`src/rtl/calc_seq_ctrl.sv`:
```
// Operation sequencer for the 3-bit calculator datapath: operand capture, add/sub via shared datapath,
// multi-cycle multiply by repeated addition (built only when CALC_MUL_EN is defined), optional auto-clear.
module calc_seq_ctrl #(
    parameter int W        = 3,
    parameter int AUTO_CLR = 0
) (
    input  logic           clk,
    input  logic           rst_n,
    input  logic [W-1:0]   sw_val,
    input  logic           btn_load,
    input  logic           start,
    input  logic           clear,
    input  logic [1:0]     op_code,
    output logic [W-1:0]   dp_A,
    output logic [W-1:0]   dp_B,
    output logic           dp_sel,
    input  logic [W:0]     dp_sum4,
    input  logic [W:0]     dp_diff4,
    output logic [2*W-1:0] result,
    output logic           neg,
    output logic           busy,
    output logic           done,
    output logic           err,
    output logic [2:0]     state_dbg
);

    localparam int RW  = 2 * W;
    localparam int ACW = (AUTO_CLR > 1) ? $clog2(AUTO_CLR + 1) : 1;

    localparam logic [1:0] OP_ADD    = 2'b00;
    localparam logic [1:0] OP_SUB_AB = 2'b01;
    localparam logic [1:0] OP_SUB_BA = 2'b10;
    localparam logic [1:0] OP_MUL    = 2'b11;

    typedef enum logic [2:0] {
        IDLE_A = 3'd0,
        WAIT_B = 3'd1,
        READY  = 3'd2,
        EXEC   = 3'd3,
        MUL    = 3'd4,
        SHOW   = 3'd5
    } state_t;

    // Magnitude of a negative two's-complement value held in W bits.
    function automatic logic [W-1:0] neg_mag(input logic [W-1:0] s);
        neg_mag = ~s + W'(1);
    endfunction

    state_t          state_r, state_nxt;
    logic [W-1:0]    opa_r, opa_nxt;
    logic [W-1:0]    opb_r, opb_nxt;
    logic [1:0]      op_r, op_nxt;
    logic            sel_r, sel_nxt;
    logic [RW-1:0]   result_r, result_nxt;
    logic            neg_r, neg_nxt;
    logic            busy_r, busy_nxt;
    logic            done_r, done_nxt;
    logic            err_r, err_nxt;
    logic [ACW-1:0]  ac_cnt_r, ac_cnt_nxt;
    logic            auto_clr_s;
    logic [W-1:0]    minuend_s;
    logic [W-1:0]    subtr_s;
`ifdef CALC_MUL_EN
    logic [RW-1:0]   acc_r, acc_nxt;
    logic [W-1:0]    cnt_r, cnt_nxt;
    logic [RW-1:0]   mul_sum_s;
`endif

    // Next-state and next-register computation for the sequencer.
    always_comb begin
        state_nxt  = state_r;
        opa_nxt    = opa_r;
        opb_nxt    = opb_r;
        op_nxt     = op_r;
        sel_nxt    = sel_r;
        result_nxt = result_r;
        neg_nxt    = neg_r;
        err_nxt    = err_r;
        busy_nxt   = 1'b0;
        done_nxt   = 1'b0;
        ac_cnt_nxt = '0;
        auto_clr_s = (AUTO_CLR != 0) && (state_r == SHOW) && (ac_cnt_r == ACW'(AUTO_CLR - 1));
        minuend_s  = (op_r == OP_SUB_BA) ? opb_r : opa_r;
        subtr_s    = (op_r == OP_SUB_BA) ? opa_r : opb_r;
`ifdef CALC_MUL_EN
        acc_nxt    = acc_r;
        cnt_nxt    = cnt_r;
        mul_sum_s  = acc_r + {{W{1'b0}}, opa_r};
`endif

        if (clear || auto_clr_s) begin
            state_nxt  = IDLE_A;
            result_nxt = '0;
            neg_nxt    = 1'b0;
            err_nxt    = 1'b0;
`ifdef CALC_MUL_EN
            acc_nxt    = '0;
            cnt_nxt    = '0;
`endif
        end else begin
            case (state_r)
                IDLE_A: begin
                    if (btn_load) begin
                        opa_nxt   = sw_val;
                        state_nxt = WAIT_B;
                    end else begin
                        state_nxt = IDLE_A;
                    end
                end
                WAIT_B: begin
                    if (btn_load) begin
                        opb_nxt   = sw_val;
                        state_nxt = READY;
                    end else begin
                        state_nxt = WAIT_B;
                    end
                end
                READY: begin
                    if (start) begin
                        op_nxt    = op_code;
                        sel_nxt   = (op_code == OP_SUB_BA);
                        err_nxt   = 1'b0;
                        busy_nxt  = 1'b1;
                        state_nxt = EXEC;
                    end else begin
                        state_nxt = READY;
                    end
                end
                EXEC: begin
                    state_nxt = SHOW;
                    done_nxt  = 1'b1;
                    case (op_r)
                        OP_ADD: begin
                            result_nxt = {{(RW-W-1){1'b0}}, dp_sum4};
                            neg_nxt    = 1'b0;
                        end
                        OP_SUB_AB, OP_SUB_BA: begin
                            // sub3_c2 reports x-0 as negative, so a zero subtrahend bypasses it.
                            if (subtr_s == '0) begin
                                result_nxt = {{(RW-W){1'b0}}, minuend_s};
                                neg_nxt    = 1'b0;
                            end else if (dp_diff4[W]) begin
                                result_nxt = {{(RW-W){1'b0}}, neg_mag(dp_diff4[W-1:0])};
                                neg_nxt    = 1'b1;
                            end else begin
                                result_nxt = {{(RW-W){1'b0}}, dp_diff4[W-1:0]};
                                neg_nxt    = 1'b0;
                            end
                        end
                        OP_MUL: begin
                            result_nxt = '0;
                            neg_nxt    = 1'b0;
`ifdef CALC_MUL_EN
                            acc_nxt = '0;
                            cnt_nxt = opb_r;
                            if (opb_r != '0) begin
                                state_nxt = MUL;
                                done_nxt  = 1'b0;
                                busy_nxt  = 1'b1;
                            end else begin
                                state_nxt = SHOW;
                            end
`else
                            err_nxt = 1'b1;
`endif
                        end
                        default: begin
                            result_nxt = '0;
                            neg_nxt    = 1'b0;
                        end
                    endcase
                end
`ifdef CALC_MUL_EN
                MUL: begin
                    acc_nxt = mul_sum_s;
                    cnt_nxt = cnt_r - W'(1);
                    neg_nxt = 1'b0;
                    if (cnt_r == W'(1)) begin
                        result_nxt = mul_sum_s;
                        done_nxt   = 1'b1;
                        state_nxt  = SHOW;
                    end else begin
                        busy_nxt  = 1'b1;
                        state_nxt = MUL;
                    end
                end
`endif
                SHOW: begin
                    ac_cnt_nxt = ac_cnt_r + ACW'(1);
                    if (btn_load) begin
                        opa_nxt    = sw_val;
                        ac_cnt_nxt = '0;
                        state_nxt  = WAIT_B;
                    end else begin
                        state_nxt = SHOW;
                    end
                end
                default: begin
                    state_nxt = IDLE_A;
                end
            endcase
        end
    end

    // Sequencer state and datapath registers.
    always_ff @(posedge clk or negedge rst_n) begin
        if (!rst_n) begin
            state_r  <= IDLE_A;
            opa_r    <= '0;
            opb_r    <= '0;
            op_r     <= 2'b00;
            sel_r    <= 1'b0;
            result_r <= '0;
            neg_r    <= 1'b0;
            busy_r   <= 1'b0;
            done_r   <= 1'b0;
            err_r    <= 1'b0;
            ac_cnt_r <= '0;
`ifdef CALC_MUL_EN
            acc_r    <= '0;
            cnt_r    <= '0;
`endif
        end else begin
            state_r  <= state_nxt;
            opa_r    <= opa_nxt;
            opb_r    <= opb_nxt;
            op_r     <= op_nxt;
            sel_r    <= sel_nxt;
            result_r <= result_nxt;
            neg_r    <= neg_nxt;
            busy_r   <= busy_nxt;
            done_r   <= done_nxt;
            err_r    <= err_nxt;
            ac_cnt_r <= ac_cnt_nxt;
`ifdef CALC_MUL_EN
            acc_r    <= acc_nxt;
            cnt_r    <= cnt_nxt;
`endif
        end
    end

    assign dp_A      = opa_r;
    assign dp_B      = opb_r;
    assign dp_sel    = sel_r;
    assign result    = result_r;
    assign neg       = neg_r;
    assign busy      = busy_r;
    assign done      = done_r;
    assign err       = err_r;
    assign state_dbg = state_r;

endmodule

```
`config.mk`:
```
export PLATFORM = sky130hd
export DESIGN_NAME = calc_seq_ctrl
export DESIGN_NICKNAME = d
export VERILOG_FILES = /design/src/rtl/calc_seq_ctrl.sv
export SDC_FILE = /design/constraint.sdc
export NUM_CORES = 1
export LEC_CHECK = 0
export ABC_AREA = 1
export BUFFER_PORTS_ARGS = -buffer_cell sky130_fd_sc_hd__buf_2
export CAP_MARGIN = 15
export CORE_UTILIZATION = 32
export DETAILED_ROUTE_END_ITERATION = 12
export GPL_ROUTABILITY_DRIVEN = 1
export PLACE_DENSITY = 0.62
export SLEW_MARGIN = 10
export SYNTH_ARGS = -nofsm -noshare
export SYNTH_HDL_FRONTEND = slang
export SYNTH_SLANG_ARGS = --single-unit
```
`constraint.sdc`:
```
create_clock -name clk -period 2.06 [get_ports clk]
set_clock_uncertainty 0.1 [all_clocks]
set_input_delay 0.412 -clock clk [delete_from_list [all_inputs] [get_ports clk]]
set_output_delay 0.412 -clock clk [all_outputs]
set_load 0.1 [all_outputs]
```
=== Word-level counts from Yosys, hierarchy flattened ===
Cells that the tools add are included.

* Input bits: 18
* Memories: 0
* Register bits after elaboration: 22
* Memory bits (read-only): 0
* Output and inout bits: 20
* RAM bits: 0
* Bits in latches: 0

* $lt $le $gt $ge: 0
* Reduce and logical (&&, ||, !) cells: 12
* Bitwise gates (word level): 2
* Multiply operators: 0
* Shifts and indexed selects: 0
* Divide/modulo/power cells: 0
* Add/sub/neg operators: 1
* Equal/unequal tests: 10
* Multiplexer cells: 27

{| class="wikitable"
|+ Operators by type and width
! kind !! number
|-
| 2-to-1 mux 3 bit || 6
|-
| one-hot mux 6 bit (3 select lines) || 1
|-
| one-hot mux 3 bit (5 select lines) || 1
|-
| 2-to-1 mux 1 bit || 14
|-
| 2-to-1 mux 6 bit || 2
|-
| AND reduction 3 bit || 4
|-
| == test 2 bit, second input constant || 3
|-
| == test 3 x 2 -> 1 bit, second input constant || 2
|-
| zero test 3 bit || 2
|-
| OR reduction 2 bit || 3
|-
| one-hot mux 1 bit (2 select lines) || 2
|-
| adder 3 x 1 -> 3 bit, second input constant || 1
|-
| == test 3 x 1 -> 1 bit, second input constant || 1
|-
| == test 3 bit, second input constant || 1
|-
| != test 3 x 2 -> 1 bit, second input constant || 1
|-
| != test 3 bit, second input constant || 1
|-
| NOT 3 bit || 1
|-
| nonzero test 3 bit || 1
|-
| == test 2 x 1 -> 1 bit, second input constant || 1
|-
| zero test 2 bit || 1
|-
| 2-to-1 mux 2 bit || 1
|-
| nonzero test 2 bit || 1
|-
| NOT 1 bit || 1
|}

=== Longest topological paths before layout ===
Gate-level depths: netlist (run 1).

* Depth after elaboration: 7
* Depth in mapped cells: 11
* Mapped depth without buffers: 11

=== Least setup slack after synthesis (run 1) ===
Ideal clock, no wire load.

* Path type: reg2reg
* From: register state_r[0], in the netlist state_dbg[0]
* To: register err_r, in the netlist err
* Period minus slack after synthesis: 1.896 ns
* Stages on the path, launching flop included: 8
* Data arrival time: 1.734 ns
* Setup slack: 0.164 ns
* Cells stage by stage: dfrtp_1 inv_2 nor2_4 nand2_4 nor2_8 inv_2 a21o_1 inv_1

* Longest elaborated chain between the ends: 3
* Elaborated cells on any way between the ends: 8
* Those cells by class: eq/ne (4); mux (2); reduce/logical (2)

{| class="wikitable"
|+ Ends and longest elaborated chain
! what !! RTL line !! text
|-
| start: declaration || 49 || <nowiki>state_t state_r, state_nxt;</nowiki>
|-
| start signal: assignment || 224 || <nowiki>state_r <= state_nxt;</nowiki>
|-
| == test 3 x 2 -> 1 bit || 101 || <nowiki>case (state_r)</nowiki>
|-
| != test 3 x 2 -> 1 bit (no source line), or another cell as far along || - ||
|-
| AND reduction 3 bit (no source line) / 2-to-1 mux 1 bit (equally long branches) || - ||
|-
| end signal: assignment || 233 || <nowiki>err_r <= err_nxt;</nowiki>
|-
| end: declaration || 58 || <nowiki>logic err_r, err_nxt;</nowiki>
|}

Several ways; a longest one is shown, not always the timed one.
A chain may end at the register's enable or synchronous reset.

=== Final worst setup path (run 1) ===
* From: register state_r[1], in the netlist state_dbg[1]
* To: output port state_dbg[1]

{| class="wikitable"
|+ RTL lines
! what !! RTL line !! text
|-
| end: declaration || 24 || <nowiki>output logic [2:0] state_dbg</nowiki>
|}

No word-level cell between the ends.

==> reports/qor.csv, run 1 <==
metric,value,unit
CP cell instances,buf_2,
post-route insts no fill,224,
drc violations,0,
FF-to-FF path depth,11,
switching share of power,55.9,%
core box area,3390,um2
Layout Nets,202,
combinational power share,60.1,%
max cap viols,0,
kind of cell adding the most delay to the critical path,flip-flops,
diodes inserted,0,
#FFs+latches synth,20,
I/O pins,38,
Hold Path Origin,op_code[0],
Leakage,0.834,nW
initial antenna violation count,0,
dpl cells,220,
R2R Path End,result[0],
"slowest stage delay, CP",0.51,ns
Buf/Inv on CP,1,
Port Buffers,35,
CP arrival,1.29,ns
# rows,21,
Worst Path Required,1.55,ns
Clock Latency Late Sink,0.29,ns
hold path depth,2,
class of the worst hold path,in2reg,
post-synthesis cell count,140,
die width,61.9,um
RSZ-0062 raised after global routing,false,
Post-DRT Antenna Nets,0,
min Tclk post-route,1.80,ns
chip height,61.9,um
First DRT Iteration DRCs,36,
Longest Clk Path Bufs,2,
origin of the critical flop-to-flop path,op_r[0],
Pwr per Cell Area,1300,nW/um2
grt ovf,0,
DR vias,993,
clock power share,9.8,%
CTS Buf Count,3,
Reg power frac,30.0,%
final setup TNS,0,ns
NetSw,1.02,mW
first-pass GRT wire length,3800,um
Worst-path clk slew,0.11,ns
full die area,3830,um2
area grow syn2layout,22.1,%
"Max stage delay cell, worst path",dfrtp_1,
"Slew Viols, Final",0,
Post-Route WL,2300,um
Final Util,41.3,%
"top cells by area, synth","dfrtp_1 44%, nand2_1 13%, inv_1 6.5%",
largest area contributor in the netlist,dfrtp_1,
largest net degree at the start of global routing,21,
"Seq/Total Area, Yosys",43.6,%
layout cells sized above 1,32.0,%
Synth Area per Inst,8.20,um2
DPL Wire Length,1880,um
Final Cycle Share,87.5,%
Final Power,1.82,mW
# clock sinks,20,
vias in the first global route,916,
Overall Global Routing Usage,13.6,%
CTS Root Cell,clkbuf_4,
critical path type,reg2out,
flop-to-flop setup slack,0.45,ns
setup bufs post-CTS,0,
H-tree depth,1,
Max IR drop VDD,0.000363,V
TritonCTS clock tree,done,
post-synth cell types,24,
top-area cell type share of the netlist area,43.6,%
fillcell total,356,
crit path capture type,primary output,
drt pass-1 iters,4,
Finish-stage setup viols,0,
worst-path maximum fanout,6,
Initial Util,33.9,%
Syn. warnings,0,
Pint,804,uW
FMAX,555,MHz
outcome,completed,
Critical Path Start Type,flip-flop,
DR WL/cell,10.3,um
Via density,4.43,
GP Congestion,0.791,
Netlist Area Pre-Place,1150,um2
final hold vios,0,
hold endpoint,dp_sel,
[how the worst max path moves through the flow]
stage,start,cells after the start,endpoint
final,state_dbg[1],1,state_dbg[1]
after global routing,state_dbg[1],1,state_dbg[1]
after CTS,state_dbg[1],1,state_dbg[1]
after detailed placement,op_r[0],11,result[0]
after global placement,op_r[0],11,result[0]
after floorplan,state_dbg[0],7,err
[what timing repair did]
action,in CTS,in global routing
hold endpoints to repair,20,0
resized for setup,0,0
hold buffers,1,0
[per-stage QoR]
stage / area [um2] / setup WS [ns] / hold slack [ns]
2_1_floorplan: 1150 / 0.164 / 0.0164
3_3_place_gp: 1370 / 0.489 / 0.288
3_5_place_dp: 1370 / 0.476 / 0.286
4_1_cts: 1400 / 0.229 / 0.188
5_1_grt: 1400 / 0.186 / 0.190
6_report: 1400 / 0.258 / 0.201
[final cells by class]
| cell class | count | area [um2] | share of cell area, % |
|---|---|---|---|
| multi-input combinational | 95 | 546 | 38.9 |
| sequential | 20 | 500 | 35.7 |
| timing repair buffer | 36 | 185 | 13.2 |
| inverter | 24 | 90.1 | 6.43 |
| tap | 46 | 57.6 | 4.11 |
| clock buffer | 3 | 22.5 | 1.61 |
[per-layer routing]
metal / share of wire [%] / vias to the layer above / routed length [um] / track usage, %
li1: - / 517 / - / -
met3: 3.6 / 2 / 83 / 1.24
met2: 47 / 20 / 1070 / 23.0
met1: 49 / 454 / 1120 / 17.3
met4: 1.1 / 0 / 26 / 6.67
met5: 0 / - / 0 / 0
[state kept, by name (all words and copies together), names as in the netlist]
signal / cells
busy: 1
done: 1
dp_A: 3
dp_B: 3
dp_sel: 1
err: 1
neg: 1
op_r: 2
result: 4
state_dbg: 3
[kinds of logic (layout without fill, tap and decap cells)]
group,Yosys count,after routing,synth area share [%]
xor+xnor,1,1,0.763
other cells,1,2,0.327
compound gates,23,23,11.6
simple gates,65,65,30.2
buf+inv,26,63,9.16
flops,20,20,43.6
fa+ha+maj,4,4,4.36
[power by group through the flow]
stage	sequential, mW	clock (mW)	combinational (mW)
floorplan	0.991	0	0.482
global placement	0.558	0	1.10
detailed placement	0.557	0	1.10
CTS	0.549	0.194	1.11
global route	0.560	0.210	1.19
finish	0.548	0.180	1.10
[synthesized netlist by cell type]
cell / count
nor2_4: 2
ha_1: 4
nand4_2: 3
nand3_1: 7
a21o_1: 1
o21ai_2: 1
nand2_4: 3
conb_1: 1
inv_2: 4
nor2_8: 1
nand2_2: 2
or2_2: 1
inv_1: 20
xor2_1: 1
buf_4: 2
o21ai_0: 11
a21oi_2: 1
a21oi_1: 2
o21ai_1: 5
nand2_1: 41
dfrtp_1: 20
nand3_2: 1
o41ai_1: 2
nor2_1: 4
[layout by cell type (no fill, tap or decap), drive strengths merged]
cell type / netlist / routed
a21o: 1 / 1
a21oi: 3 / 3
buf: 2 / 35
clkbuf: 0 / 3
conb: 1 / 2
dfrtp: 20 / 20
dlygate4sd3: 0 / 1
ha: 4 / 4
inv: 24 / 24
nand2: 46 / 46
nand3: 8 / 8
nand4: 3 / 3
nor2: 7 / 7
o21ai: 17 / 17
o41ai: 2 / 2
or2: 1 / 1
xor2: 1 / 1
(Power assumes the default switching activity.)
==> inputs of run 2 (changes only) <==
Settings changed: MAX_ROUTING_LAYER set to met4.
==> run 2 against run 1 <==
Effect of this change: fmax stayed put; critical path type unchanged; first-iteration DRC count is 5.6% lower; die area stayed put; critical path depth stayed put; sequential power hardly changed; final area stayed put; setup slack stayed put; global-route usage is 0.70 points higher; largest power group unchanged.
==> reports/qor.csv, run 2 (synthesis gave the netlist of run 1 again) <==
metric,value,unit,change
outcome,completed,,unchanged
Buf/Inv on CP,1,,unchanged
# clock sinks,20,,unchanged
setup bufs post-CTS,0,,unchanged
fillcell total,356,,unchanged
Setup crit start,state_dbg[1],,unchanged
kind of cell adding the most delay to the critical path,flip-flops,,unchanged
FMAX,555,MHz,unchanged
DR WL/cell,10.3,um,unchanged
min Tclk post-route,1.80,ns,unchanged
FF-to-FF path depth,11,,unchanged
Overall Global Routing Usage,14.3,%,was 13.6%
Critical Path Start Type,flip-flop,,unchanged
flop-to-flop setup slack,0.45,ns,about the same
hold path depth,2,,unchanged
diodes inserted,0,,unchanged
First DRT Iteration DRCs,34,,was 36
Max IR drop VDD,0.000363,V,unchanged
grt ovf,0,,unchanged
area of the multi-input gates,546,um2,unchanged
Reg power frac,30.0,%,about the same
Port Buffers,35,,unchanged
drc violations,0,,unchanged
CTS Buf Count,3,,unchanged
Worst Path Required,1.55,ns,about the same
max cap viols,0,,unchanged
drt pass-1 iters,4,,unchanged
# rows,21,,unchanged
Finish-stage setup viols,0,,unchanged
RSZ-0062 raised after global routing,false,,unchanged
clock power share,9.8,%,about the same
crit path capture type,primary output,,unchanged
Layout Nets,202,,unchanged
CTS Root Cell,clkbuf_4,,unchanged
final hold vios,0,,unchanged
Pint,804,uW,about the same
"slowest stage delay, CP",0.51,ns,about the same
"Slew Viols, Final",0,,unchanged
core box area,3390,um2,unchanged
Post-DRT Antenna Nets,0,,unchanged
"most common cell after layout, fill and taps aside",nand2_1,,unchanged
GP Congestion,0.803,,was 0.791
Hold Path Origin,op_code[0],,unchanged
die width,61.9,um,unchanged
H-tree depth,1,,unchanged
final setup TNS,0,ns,unchanged
area grow syn2layout,22.1,%,unchanged
largest net degree at the start of global routing,21,,unchanged
vias in the first global route,906,,was 916
CP arrival,1.29,ns,about the same
first-pass GRT wire length,3820,um,was 3800 um
switching share of power,55.9,%,about the same
DR vias,993,,unchanged
"Max stage delay cell, worst path",dfrtp_1,,unchanged
design area,1400,um2,unchanged
post-CTS sizing,0,,unchanged
TritonCTS clock tree,done,,unchanged
hold endpoint,dp_sel,,unchanged
origin of the critical flop-to-flop path,op_r[0],,unchanged
full die area,3830,um2,unchanged
class of the worst hold path,in2reg,,unchanged
Initial Util,33.9,%,unchanged
Clock Latency Late Sink,0.29,ns,about the same
Final Cycle Share,87.5,%,unchanged
NetSw,1.02,mW,about the same
combinational power share,60.1,%,about the same
DPL Wire Length,1880,um,unchanged
DP Area,1370,um2,unchanged
Via density,4.43,,unchanged
number of flip-flops in the largest register,4,,unchanged
initial antenna violation count,0,,unchanged
most frequent cells in the layout,"41 x nand2_1, 35 x buf_2, 20 x inv_1, 20 x dfrtp_1, 11 x o21ai_0",,unchanged
chip height,61.9,um,unchanged
Sequential cell area,500,um2,unchanged
CP cell instances,buf_2,,unchanged
Post-Route WL,2300,um,unchanged
I/O pins,38,,unchanged
Leakage,0.834,nW,unchanged
Worst-path clk slew,0.11,ns,about the same
layout cells sized above 1,32.0,%,unchanged
Pwr per Cell Area,1300,nW/um2,about the same
R2R Path End,result[0],,unchanged
critical path type,reg2out,,unchanged
Longest Clk Path Bufs,2,,unchanged
worst-path maximum fanout,6,,unchanged
## run 2: cell counts in the layout (fill, tap and decap cells not counted)
Identical to the previous run, type by type.
## run 2: how the worst max path moves through the flow
stage / endpoint / slack [ns] / cells past startpoint
final: state_dbg[1] / 0.26 / 1
after CTS: state_dbg[1] / 0.23 / 1
after global placement: result[0] / 0.49 / 11
after global routing: state_dbg[1] / 0.18 / 1
after detailed placement: result[0] / 0.48 / 11
after floorplan: err / 0.16 / 7
## run 2: worst reg2reg max path, delay by kind of cell, from the launching register on
family / cells / cell delay [ns]
flops: 1 / 0.40
buf+inv: 1 / 0.09
simple gates: 9 / 0.58
fa+ha+maj: 1 / 0.32
## run 2: power groups by stage
stage	Combinational (mW)	Sequential, mW	Clock, mW
floorplan	0.482	0.991	0
global placement	1.10	0.558	0
detailed placement	1.10	0.557	0
CTS	1.11	0.549	0.194
global route	1.19	0.560	0.215
finish	1.10	0.548	0.180
## run 2: final cells by class
class / instances / area share (%)
Timing Repair Buffer: 36 / 13.2
Sequential cell: 20 / 35.7
Inverter: 24 / 6.43
Multi-Input combinational cell: 95 / 38.9
Clock buffer: 3 / 1.61
Tap cell: 46 / 4.11
## run 2: per-stage QoR
step	worst slack, ns	hold WS, ns	instances	total power [mW]	util, %
after CTS	0.229	0.188	224	1.85	41.3
after global routing	0.176	0.180	224	1.97	41.3
after floorplan	0.164	0.0164	141	1.47	-
final	0.258	0.201	224	1.82	41.3
after detailed placement	0.476	0.286	220	1.66	40.4
after global placement	0.489	0.288	220	1.65	40.4
## run 2: routing by layer
| metal | up-vias | global-route usage [%] | wire (um) |
|---|---|---|---|
| li1 | 517 | - | - |
| met1 | 454 | 17.3 | 1120 |
| met2 | 20 | 23.0 | 1070 |
| met3 | 2 | 2.48 | 83 |
| met4 | 0 | 6.67 | 26 |
| met5 | - | - | 0 |
## run 2: repair_timing
action                                  CTS  global route
hold endpoints to repair                 20             0
endpoints found under the setup margin    0             0
hold buffers                              1             0
==> inputs of run 3 (changes only) <==
Settings changed: CAP_MARGIN 15 to 10, CORE_UTILIZATION 32 to 23, PLACE_DENSITY 0.62 to 0.51.
Clock period 2.06 ns to 1.5 ns, I/O delays scaled along.
==> run 3 against run 2 <==
Effect of this change: via count is 3.5% higher; core utilization fell by 3.0 points; first-iteration DRC count rose by 47%; highest routed layer unchanged.
==> reports/qor.csv, run 3 (synthesis gave the netlist of run 1 again) <==
metric,value,unit,change
Final Util,38.3,%,was 41.3%
CTS Root Cell,clkbuf_8,,was clkbuf_4
Post-DRT Antenna Nets,0,,unchanged
critical path type,reg2reg,,was reg2out
Layout Nets,209,,was 202
Critical Path Start Type,flip-flop,,unchanged
CP arrival,1.55,ns,was 1.29 ns
Initial Util,24.1,%,was 33.9%
final hold vios,0,,unchanged
Port Buffers,35,,unchanged
Worst Path Required,1.56,ns,was 1.55 ns
fillcell total,500,,was 356
vias in the first global route,1053,,was 906
origin of the critical flop-to-flop path,op_r[1],,was op_r[0]
R2R Path End,result[1],,was result[0]
most frequent CP cell,nand2_1,,
most frequent cells in the layout,"39 x nand2_1, 20 x buf_2, 17 x inv_1, 14 x buf_12",,"was 41 x nand2_1, 35 x buf_2, 20 x inv_1, 20 x dfrtp_1, 11 x o21ai_0"
Post-Route WL,2610,um,was 2300 um
hold path depth,2,,unchanged
Via density,4.06,,was 4.43
Buf/Inv on CP,1,,unchanged
DPL Wire Length,2020,um,was 1880 um
"Slew Viols, Final",0,,unchanged
number of flip-flops in the largest register,4,,unchanged
area grow syn2layout,58.9,%,was 22.1%
die width,72.6,um,was 61.9 um
class of the worst hold path,in2reg,,unchanged
Max IR drop VDD,0.000676,V,was 0.000363 V
Sequential cell area,519,um2,was 500 um2
Worst-path clk slew,0.08,ns,was 0.11 ns
drc violations,0,,unchanged
Finish-stage setup viols,0,,unchanged
Final Cycle Share,99.5,%,
final setup TNS,0,ns,unchanged
diodes inserted,0,,unchanged
crit path capture type,flip-flop,,was primary output
final hold slack,0.143,ns,was 0.201 ns
flop-to-flop setup slack,0.008,ns,was 0.45 ns
Longest Clk Path Bufs,2,,unchanged
H-tree depth,1,,unchanged
grt ovf,0,,unchanged
"most common cell after layout, fill and taps aside",nand2_1,,unchanged
FF-to-FF path depth,8,,was 11
GP Congestion,0.863,,was 0.803
first-pass GRT wire length,4540,um,was 3820 um
max cap viols,0,,unchanged
I/O pins,38,,unchanged
"slowest stage delay, CP",0.40,ns,was 0.51 ns
Leakage,0.931,nW,was 0.834 nW
area of the multi-input gates,604,um2,was 546 um2
largest net degree at the start of global routing,21,,unchanged
DR vias,1028,,was 993
TritonCTS clock tree,done,,unchanged
Pwr per Cell Area,1910,nW/um2,was 1300 nW/um2
RSZ-0062 raised after global routing,true,,was false
full die area,5280,um2,was 3830 um2
core box area,4750,um2,was 3390 um2
Overall Global Routing Usage,11.3,%,was 14.3%
CP cell instances,"buf_6, ha_4, o21ai_0, nand3_2, nand3_1, nand2_1, nand2_1, nand2_1",,was buf_2
"Max stage delay cell, worst path",dfrtp_1,,unchanged
Hold Path Origin,op_code[0],,unchanged
First DRT Iteration DRCs,50,,was 34
# rows,25,,was 21
drt pass-1 iters,4,,unchanged
FMAX,670,MHz,
outcome,completed,,unchanged
min Tclk post-route,1.49,ns,
Clock Latency Late Sink,0.26,ns,was 0.29 ns
kind of cell adding the most delay to the critical path,flip-flops,,unchanged
chip height,72.6,um,was 61.9 um
CTS Buf Count,3,,unchanged
hold endpoint,dp_sel,,unchanged
initial antenna violation count,0,,unchanged
worst-path maximum fanout,8,,was 6
# clock sinks,20,,unchanged
layout cells sized above 1,46.2,%,was 32.0%
DR WL/cell,10.3,um,about the same
-- run 3: through the flow --
stage / cells / worst slack, ns / power, mW / cell area (um2)
floorplan: 141 / 0.0263 / 2.04 / 1170
global placement: 246 / -0.0368 / 2.70 / 1660
detailed placement: 246 / -0.0884 / 2.71 / 1660
CTS: 253 / 0.000662 / 3.38 / 1790
global route: 253 / -0.0775 / 3.67 / 1820
finish: 253 / 0.00795 / 3.48 / 1820
-- run 3: worst max path at each step --
stage                     startpoint        end  slack (ns)  cells after the start
after detailed placement     op_r[0]  result[0]       -0.09                     11
after global placement       op_r[0]  result[0]       -0.04                     11
after CTS                    op_r[1]  result[1]      0.0007                     10
after floorplan              op_r[0]  result[1]        0.03                     11
after global routing         op_r[1]  result[0]       -0.08                     11
final                        op_r[1]  result[1]       0.008                      8
-- run 3: area by class of cell --
class | count | share of cell area [%]
Clock inverter | 1 | 1.65
Tap cell | 67 | 4.60
Timing Repair Buffer | 43 | 24.9
Clock buffer | 3 | 2.26
Multi-Input combinational cell | 95 | 33.2
Inverter | 24 | 4.94
Sequential cell | 20 | 28.5
-- run 3: where the power goes --
| group | total (mW) | leakage, nW | internal, mW | switching [mW] |
|---|---|---|---|---|
| Sequential | 0.830 | 0.250 | 0.667 | 0.163 |
| Combinational | 2.11 | 0.645 | 0.827 | 1.29 |
| Clock | 0.536 | 0.0357 | 0.356 | 0.180 |
| Total | 3.48 | 0.931 | 1.85 | 1.63 |
-- run 3: routing by layer --
| layer | vias up | GRT usage, % | part of all wire (%) |
|---|---|---|---|
| met4 | 0 | 3.92 | 0.77 |
| met1 | 472 | 14.3 | 46 |
| met3 | 2 | 1.66 | 3.5 |
| met5 | - | - | 0 |
| met2 | 21 | 18.7 | 49 |
| li1 | 533 | - | - |
-- run 3: repair_timing --
item	4_1_cts	5_1_grt
setup endpoints to repair	4	5
setup buffers	2	0
resized for setup	5	12
endpoints found under the hold margin	20	0
pin swaps	1	2
hold buffers	1	0
